<file path="src/rtl/counter_run_controller.sv">
// Front-panel sequencer for the 4-bit counter: debounced buttons, run/pause/load FSM,
// count and display-scan strobes, and a saturating tally of counter wrap-arounds.
module counter_run_controller #(
    parameter int TICK_DIV   = 50000,
    parameter int SCAN_DIV   = 500,
    parameter int DEB_CYCLES = 1000
) (
    input  logic       clock,
    input  logic       reset,
    input  logic       btn_start,
    input  logic       btn_stop,
    input  logic       btn_load,
    input  logic       btn_dir,
    input  logic       btn_mode,
    input  logic [3:0] data_sw,
    input  logic       cout,
    output logic       enable,
    output logic       load,
    output logic       dir_sel,
    output logic [1:0] mod_sel,
    output logic [3:0] data,
    output logic       count_tick,
    output logic       scan_tick,
    output logic [1:0] state,
    output logic [7:0] wrap_count
);
    localparam int DW = $clog2(DEB_CYCLES + 1);
    localparam int TW = $clog2(TICK_DIV);
    localparam int SW = $clog2(SCAN_DIV);

    typedef enum logic [1:0] {
        ST_IDLE  = 2'd0,
        ST_LOAD  = 2'd1,
        ST_RUN   = 2'd2,
        ST_PAUSE = 2'd3
    } state_t;

    logic [4:0] btn_raw;
    logic [4:0] press;
    assign btn_raw = {btn_mode, btn_dir, btn_load, btn_stop, btn_start};

    generate
        for (genvar gi = 0; gi < 5; gi++) begin : g_btn
            logic          sync1_reg, sync2_reg;
            logic          deb_reg, deb_d1_reg, deb_d2_reg;
            logic          press_reg;
            logic [DW-1:0] cnt_reg;

            // Edge detect runs one stage behind the debounced level so that the
            // press pulse lands exactly DEB_CYCLES+3 clocks after the first sample.
            always_ff @(posedge clock or posedge reset) begin
                if (reset) begin
                    sync1_reg  <= 1'b0;
                    sync2_reg  <= 1'b0;
                    deb_reg    <= 1'b0;
                    deb_d1_reg <= 1'b0;
                    deb_d2_reg <= 1'b0;
                    press_reg  <= 1'b0;
                    cnt_reg    <= '0;
                end else begin
                    sync1_reg <= btn_raw[gi];
                    sync2_reg <= sync1_reg;
                    if (sync2_reg == deb_reg) begin
                        cnt_reg <= '0;
                    end else if (cnt_reg == DW'(DEB_CYCLES - 1)) begin
                        deb_reg <= sync2_reg;
                        cnt_reg <= '0;
                    end else begin
                        cnt_reg <= cnt_reg + DW'(1);
                    end
                    deb_d1_reg <= deb_reg;
                    deb_d2_reg <= deb_d1_reg;
                    press_reg  <= deb_d1_reg & ~deb_d2_reg;
                end
            end

            assign press[gi] = press_reg;
        end
    endgenerate

    logic p_start, p_stop, p_load, p_dir, p_mode;
    assign {p_mode, p_dir, p_load, p_stop, p_start} = press;

    state_t        state_reg, state_next;
    logic [TW-1:0] presc_reg, presc_next;
    logic [SW-1:0] scan_reg, scan_next;
    logic [1:0]    mod_next;
    logic [7:0]    wrap_next;
    logic          cout_reg, cout_prev_reg;

    always_comb begin
        state_next = state_reg;
        case (state_reg)
            ST_IDLE:  if (p_load) state_next = ST_LOAD;
                      else if (p_start) state_next = ST_RUN;
            ST_LOAD:  state_next = ST_PAUSE;
            ST_RUN:   if (p_load) state_next = ST_LOAD;
                      else if (p_stop) state_next = ST_PAUSE;
            ST_PAUSE: if (p_load) state_next = ST_LOAD;
                      else if (p_stop) state_next = ST_IDLE;
                      else if (p_start) state_next = ST_RUN;
            default:  state_next = ST_IDLE;
        endcase
    end

    always_comb begin
        presc_next = presc_reg;
        if (state_reg == ST_IDLE && state_next == ST_RUN)
            presc_next = '0;
        else if (state_reg == ST_RUN)
            presc_next = (presc_reg == TW'(TICK_DIV - 1)) ? '0 : presc_reg + TW'(1);

        scan_next = (scan_reg == SW'(SCAN_DIV - 1)) ? '0 : scan_reg + SW'(1);

        mod_next = mod_sel;
        if (p_mode && (state_reg == ST_IDLE || state_reg == ST_PAUSE))
            mod_next = (mod_sel == 2'd2) ? 2'd0 : mod_sel + 2'd1;

        wrap_next = wrap_count;
        if (state_reg == ST_PAUSE && state_next == ST_IDLE)
            wrap_next = 8'd0;
        else if (state_reg == ST_RUN && cout_reg && !cout_prev_reg && wrap_count != 8'hFF)
            wrap_next = wrap_count + 8'd1;
    end

    // Outputs are registered from next-state values so they align with the state they describe.
    always_ff @(posedge clock or posedge reset) begin
        if (reset) begin
            state_reg     <= ST_IDLE;
            presc_reg     <= '0;
            scan_reg      <= '0;
            cout_reg      <= 1'b0;
            cout_prev_reg <= 1'b0;
            enable        <= 1'b0;
            load          <= 1'b0;
            dir_sel       <= 1'b1;
            mod_sel       <= 2'd0;
            data          <= 4'd0;
            count_tick    <= 1'b0;
            scan_tick     <= 1'b0;
            wrap_count    <= 8'd0;
        end else begin
            state_reg     <= state_next;
            presc_reg     <= presc_next;
            scan_reg      <= scan_next;
            cout_reg      <= cout;
            cout_prev_reg <= cout_reg;
            enable        <= (state_next == ST_RUN) || (state_next == ST_LOAD);
            load          <= (state_next == ST_LOAD);
            if (state_next == ST_LOAD && state_reg != ST_LOAD)
                data <= data_sw;
            if (p_dir)
                dir_sel <= ~dir_sel;
            mod_sel       <= mod_next;
            count_tick    <= (state_next == ST_RUN) && (presc_next == TW'(TICK_DIV - 1));
            scan_tick     <= (scan_next == SW'(SCAN_DIV - 1));
            wrap_count    <= wrap_next;
        end
    end

    assign state = state_reg;

endmodule

</file>
<file path="config.mk">
export PLATFORM = sky130hd
export DESIGN_NAME = counter_run_controller
export DESIGN_NICKNAME = d
export VERILOG_FILES = /design/src/rtl/counter_run_controller.sv
export SDC_FILE = /design/constraint.sdc
export NUM_CORES = 1
export LEC_CHECK = 0
export BUFFER_PORTS_ARGS = -buffer_cell sky130_fd_sc_hd__buf_2
export CAP_MARGIN = 20
export CORE_MARGIN = 4
export CORE_UTILIZATION = 60
export DETAILED_ROUTE_END_ITERATION = 10
export PLACE_DENSITY = 0.78
export SYNTH_ARGS = -nofsm -noshare
export SYNTH_HDL_FRONTEND = slang
export SYNTH_SLANG_ARGS = --single-unit
</file>
<file path="constraint.sdc">
create_clock -name clock -period 5.6 [get_ports clock]
set_clock_uncertainty 0.2 [all_clocks]
set_input_delay 0.84 -clock clock [delete_from_list [all_inputs] [get_ports clock]]
set_output_delay 0.84 -clock clock [all_outputs]
set_load 0.01 [all_outputs]
</file>
---- Word-level counts from Yosys, hierarchy flattened ----
Index checks and enable logic that the tools add are counted.
storage, ports and cells
  register bits ........................... 128
  input port bits ......................... 12
cells by class
  $add $sub $neg .......................... 9
  bitwise logic cells ..................... 16
  reductions and logical operators ........ 19
  mux-type cells .......................... 24
  equality and inequality tests ........... 22
operator list
  cell                                            number
  two-way mux 10 bit                              10
  adder 10 x 1 -> 10 bit (second input constant)  5
  == test 10 bit (second input constant)          5
  two-way mux 16 bit                              3
  == test 16 bit (second input constant)          2
  == test 9 bit (second input constant)           2
  adder 16 x 1 -> 16 bit (second input constant)  1
  two-way mux 8 bit                               2
  two-way mux 2 bit                               7
  inverter 1 bit                                  11
  AND reduction 2 bit                             5
  adder 9 x 1 -> 9 bit (second input constant)    1
  two-way mux 9 bit                               1
  adder 8 x 1 -> 8 bit (second input constant)    1
  == test 2 bit (second input constant)           4
  logical AND 1 bit                               8
  inequality test 8 bit (second input constant)   1
  case mux 2 bit (4 select lines)                 1
  bitwise AND 1 bit                               5
  == test 1 bit                                   5
  == test 2 x 1 -> 1 bit (second input constant)  2
  zero test 2 bit                                 2
  adder 2 x 1 -> 2 bit (second input constant)    1
  logical OR 1 bit                                2
  3 further kinds                                 3

---- Longest topological paths before layout ----
  word-level depth ........................ 9
  depth in mapped cells ................... 13

---- Worst setup path before layout ----
Ideal clock, no wire load.
  path type ............................... reg2reg
  start ................................... register state_reg[0] (netlist: state[0])
  end ..................................... register count_tick
  library setup time ...................... 0.068 ns
  buffers on the path ..................... 1
  cell stages (with the launch flop) ...... 14
  data required time ...................... 5.332 ns
  arrival time ............................ 2.347 ns
  setup slack ............................. 2.985 ns
  path through ............................ dfrtp_1 -> inv_1 -> ha_1 -> buf_2 -> a211oi_1 -> a211oi_1 -> a21oi_1 -> inv_1 -> ha_1 -> nand2_1 -> o21a_1 -> nand4b_1 -> and4bb_1 -> and4_1
between the ends
  elaborated cells on any way between the ends .. 17
  those cells by class .................... eq/ne: 5; mux: 9; reduce/logical: 3
RTL lines
  item                                   line  text
  start: declaration                     84    state_t state_reg, state_next;
  start signal: assignment               143   state_reg <= state_next;
  == test 2 bit (tied with other cells)  93    case (state_reg)
  case mux 2 bit (4 select lines) *      93
  named net state_next[1]                84
  == test 2 bit *                        108   if (state_reg == ST_IDLE && state_next == ST_RUN)
  logical AND 1 bit *                    108
  two-way mux 16 bit *                   108
  named net presc_next[2]                85    logic [TW-1:0] presc_reg, presc_next;
  == test 16 bit *                       155   count_tick <= (state_next == ST_RUN) && (presc_next == TW'(TICK_DIV - 1));
  logical AND 1 bit *                    155
  end signal: assignment                 155
  end: declaration                       22    output logic count_tick,
Mark *: on every way through the listed nets, which the timed path passes. The rest lies on a longest branch.
A chain may end at the register's enable or synchronous reset.

---- Worst setup path in the final report ----
Ends and elaborated chain as after synthesis.

==> flow_metrics.env <==
export IMPL_postCtsSetupRepairBufs=0
export IMPL_cap_viol_max_count=0
export IMPL_netSwitchingPower_mw=0.4513
export IMPL_synth_warning_count=0
export IMPL_cts_resized=0
export IMPL_fin_area_sq_um=6599
export IMPL_finalCritPeriodShare_pct=52.13
export IMPL_clk_pin_slew_worst_paths_ns=0.06
export IMPL_die_w_um=105.5
export IMPL_synth_distinct_cells=50
export IMPL_drive_above_1_share_pct=14.62
export IMPL_leakage_nw=3.088
export IMPL_synth_flop_cell="dfrtp_1"
export IMPL_syn_area_per_cell_sq_um=10.65
export IMPL_track_usage_pct=19.54
export IMPL_pin_count=33
export IMPL_r2r_setup_slack_ns=2.68
export IMPL_fp_dieH_um=105.5
export IMPL_port_buffers=32
export IMPL_clock_latency_ns=0.51
export IMPL_async_flop_share_pct=100.0
export IMPL_dieArea_sq_um=11140
export IMPL_switching_share_pct=21.98
export IMPL_worst_hold_path_endpoint="g_btn[3].sync2_reg"
export IMPL_initial_core_util_pct=61.77
export IMPL_layout_nets=611
export IMPL_relSlewSlack_pct=47.76
export IMPL_cp_data_required_time_ns=5.84
export IMPL_max_freq_mhz=342.6
export IMPL_yosysSeqAreaShare_pct=56.14
export IMPL_vias_per_cell=5.217
export IMPL_hp_class="reg -> reg"
export IMPL_min_from="g_btn[3].sync1_reg"
export IMPL_via_count=3777
export IMPL_wl_per_cell_um=13.57
export IMPL_grt_pass1_vias=3915
export IMPL_syn_inst=536
export IMPL_layout_common_cells="dfrtp_1 (127), nor2_1 (89), nand2_1 (49), xnor2_1 (48), buf_2 (32)"
export IMPL_grt_pass1_wl_mm=17.76
export IMPL_final_cells=724
export IMPL_crit_path_end_kind="register"
export IMPL_synth_top_area_share_pct=55.68
export IMPL_rows=35
export IMPL_slew_viol_final=0
export IMPL_ys_ff_latch=128
export IMPL_rr_worst_depth=12
export IMPL_gp_congestion=0.8608
export IMPL_cts_buffers=17
export IMPL_rsz0062_at_grt="no"
export IMPL_synth_area_leaders="dfrtp_1 (56%), xnor2_1 (7.4%), nor2_1 (5.9%)"
export IMPL_worst_setup_path_start_kind="register"
export IMPL_seqPwrFrac_pct=46.2
export IMPL_worstPathArrival_ns=3.16
export IMPL_rr_endpoint="count_tick"
export IMPL_nFillCells=641
export IMPL_seq_area_sq_um=3204
export IMPL_syn_area_sq_um=5708
export IMPL_synth_edf_count=0
export IMPL_routed_wl_mm=9.828
export IMPL_status="finished, final reports clean"
export IMPL_power_internal_mw=1.602
export IMPL_post_place_cells=691
export IMPL_vdd_drop_max_v=0.0002066
export IMPL_syn_nets=565
export IMPL_timing_final_ws_setup_ns=2.681
export IMPL_worstSetupPathType="reg -> reg"
export IMPL_power_share_combinational_pct=2.1
export IMPL_final_antenna_net_count=0
export IMPL_holdBufCountCts=0
export IMPL_grt_start_max_net_pins=70
export IMPL_clock_sinks=128
export IMPL_clockBufferDepth=2
export IMPL_area_delta_synth_final_pct=15.61
export IMPL_cts_root_buf="clkbuf_8"
export IMPL_htreeDepth=4
export IMPL_post_place_ws_ns=2.737
export IMPL_layout_commonest_cell="dfrtp_1"
export IMPL_holdWs_ns=0.1471
export IMPL_fin_crit_ns=2.919
export IMPL_finalSetupViolCount=0
export IMPL_timing_rr_start="state[0]"
export IMPL_drtIter0Drc=209
export IMPL_first_pass_iters=4
export IMPL_drc_errors=0
export IMPL_power_density_nw_per_um2=311.2
export IMPL_cts_tree="done"
export IMPL_crit_fanout=11
export IMPL_placed_area_sq_um=6008
export IMPL_overflow=0
export IMPL_diodes=0
export IMPL_hpwl_mm=6.473
export IMPL_coreArea_sq_um=9240
export IMPL_antenna_found_initial=0
export IMPL_pwr_share_clk_pct=51.7
export IMPL_largest_register_ffs=50
export IMPL_yosys_area_top_type="dfrtp_1"
export IMPL_multiInputGateArea_sq_um=2371
export IMPL_setup_tns_ns=0
export IMPL_min_path_cells=0
export IMPL_finalHoldViolCount=0
export IMPL_worst_pin_slew_ns=0.7835
[critical path, cell delays in order, from the launching register on]
cell and delay, ns:
dfrtp_1 0.45, inv_1 0.12, ha_1 0.38, a211oi_1 0.30
a211oi_1 0.07, a21oi_1 0.23, inv_1 0.10, ha_1 0.21
nand2_1 0.10, o21a_1 0.15, nand4b_1 0.10, and4bb_1 0.26
and4_1 0.18
[metal layers]
metal / GRT usage [%] / share of wire [%] / vias to the layer above / wire (um)
met5: 0 / 0 / - / 0
met4: 5.920 / 0.66 / 0 / 65
met3: 5.266 / 3.2 / 6 / 310
met2: 32.56 / 50 / 60 / 4942
met1: 25.16 / 46 / 1827 / 4510
li1: - / - / 1884 / -
[kinds of logic (layout without fill, tap and decap cells)]
family	after synthesis	after routing	synth area share, %
DFF	128	128	56.14
buffers and inverters	34	93	2.324
xor gates and xnor gates	70	70	10.74
adders and majority gates	17	17	3.726
and+or+nand+nor	245	245	21.42
muxes	12	12	2.324
AOI/OAI and AO/OA	30	30	3.332
[cell type report]
| cell class | instances | area share (%) |
|---|---|---|
| Tap cell | 129 | 2.446 |
| Multi-Input combinational cell | 374 | 35.93 |
| Clock buffer | 18 | 6.485 |
| Inverter | 27 | 1.574 |
| Timing Repair Buffer | 34 | 2.655 |
| Sequential cell | 128 | 48.56 |
| Clock inverter | 14 | 2.351 |
[cells in the mapped netlist, drive strengths merged (2+ instances only)]
library cell / instances
inv: 27
and4: 4
or4: 6
nand2: 49
and3: 12
or3: 4
mux2i: 2
buf: 5
nor4: 3
o31ai: 3
o21ai: 10
mux2: 10
nand4: 10
nor2: 89
dfrtp: 127
ha: 17
a211oi: 4
and3b: 2
nand2b: 2
o211ai: 2
a21oi: 7
nor3: 19
and2: 7
clkbuf: 2
nand3b: 3
xor2: 22
xnor2: 48
nand3: 20
nor2b: 7
and4bb: 2
[stage by stage]
stage               total power [mW]  utilization [%]
finish                         2.053            71.41
global route                   2.135            71.41
CTS                            2.077            71.33
floorplan                     0.9932                -
detailed placement             1.008            65.02
global placement               1.006            65.02
[power by group through the flow]
| stage | logic [mW] | clock network, mW | registers (mW) |
|---|---|---|---|
| floorplan | 0.0319 | 0 | 0.961 |
| global placement | 0.0437 | 0 | 0.963 |
| detailed placement | 0.0447 | 0 | 0.964 |
| CTS | 0.0454 | 1.08 | 0.947 |
| global route | 0.0521 | 1.13 | 0.949 |
| finish | 0.0434 | 1.06 | 0.948 |
[worst max-delay path by stage]
| stage | from | slack [ns] | end |
|---|---|---|---|
| 3_5_place_dp | state[0] | 2.74 | count_tick |
| 2_1_floorplan | reset | 1.15 | count_tick |
| 6_report | state[0] | 2.68 | count_tick |
| 3_3_place_gp | state[0] | 2.84 | count_tick |
| 4_1_cts | state[0] | 2.73 | count_tick |
| 5_1_grt | state[0] | 2.51 | count_tick |
Note: power is estimated with default switching activity, not from simulation.
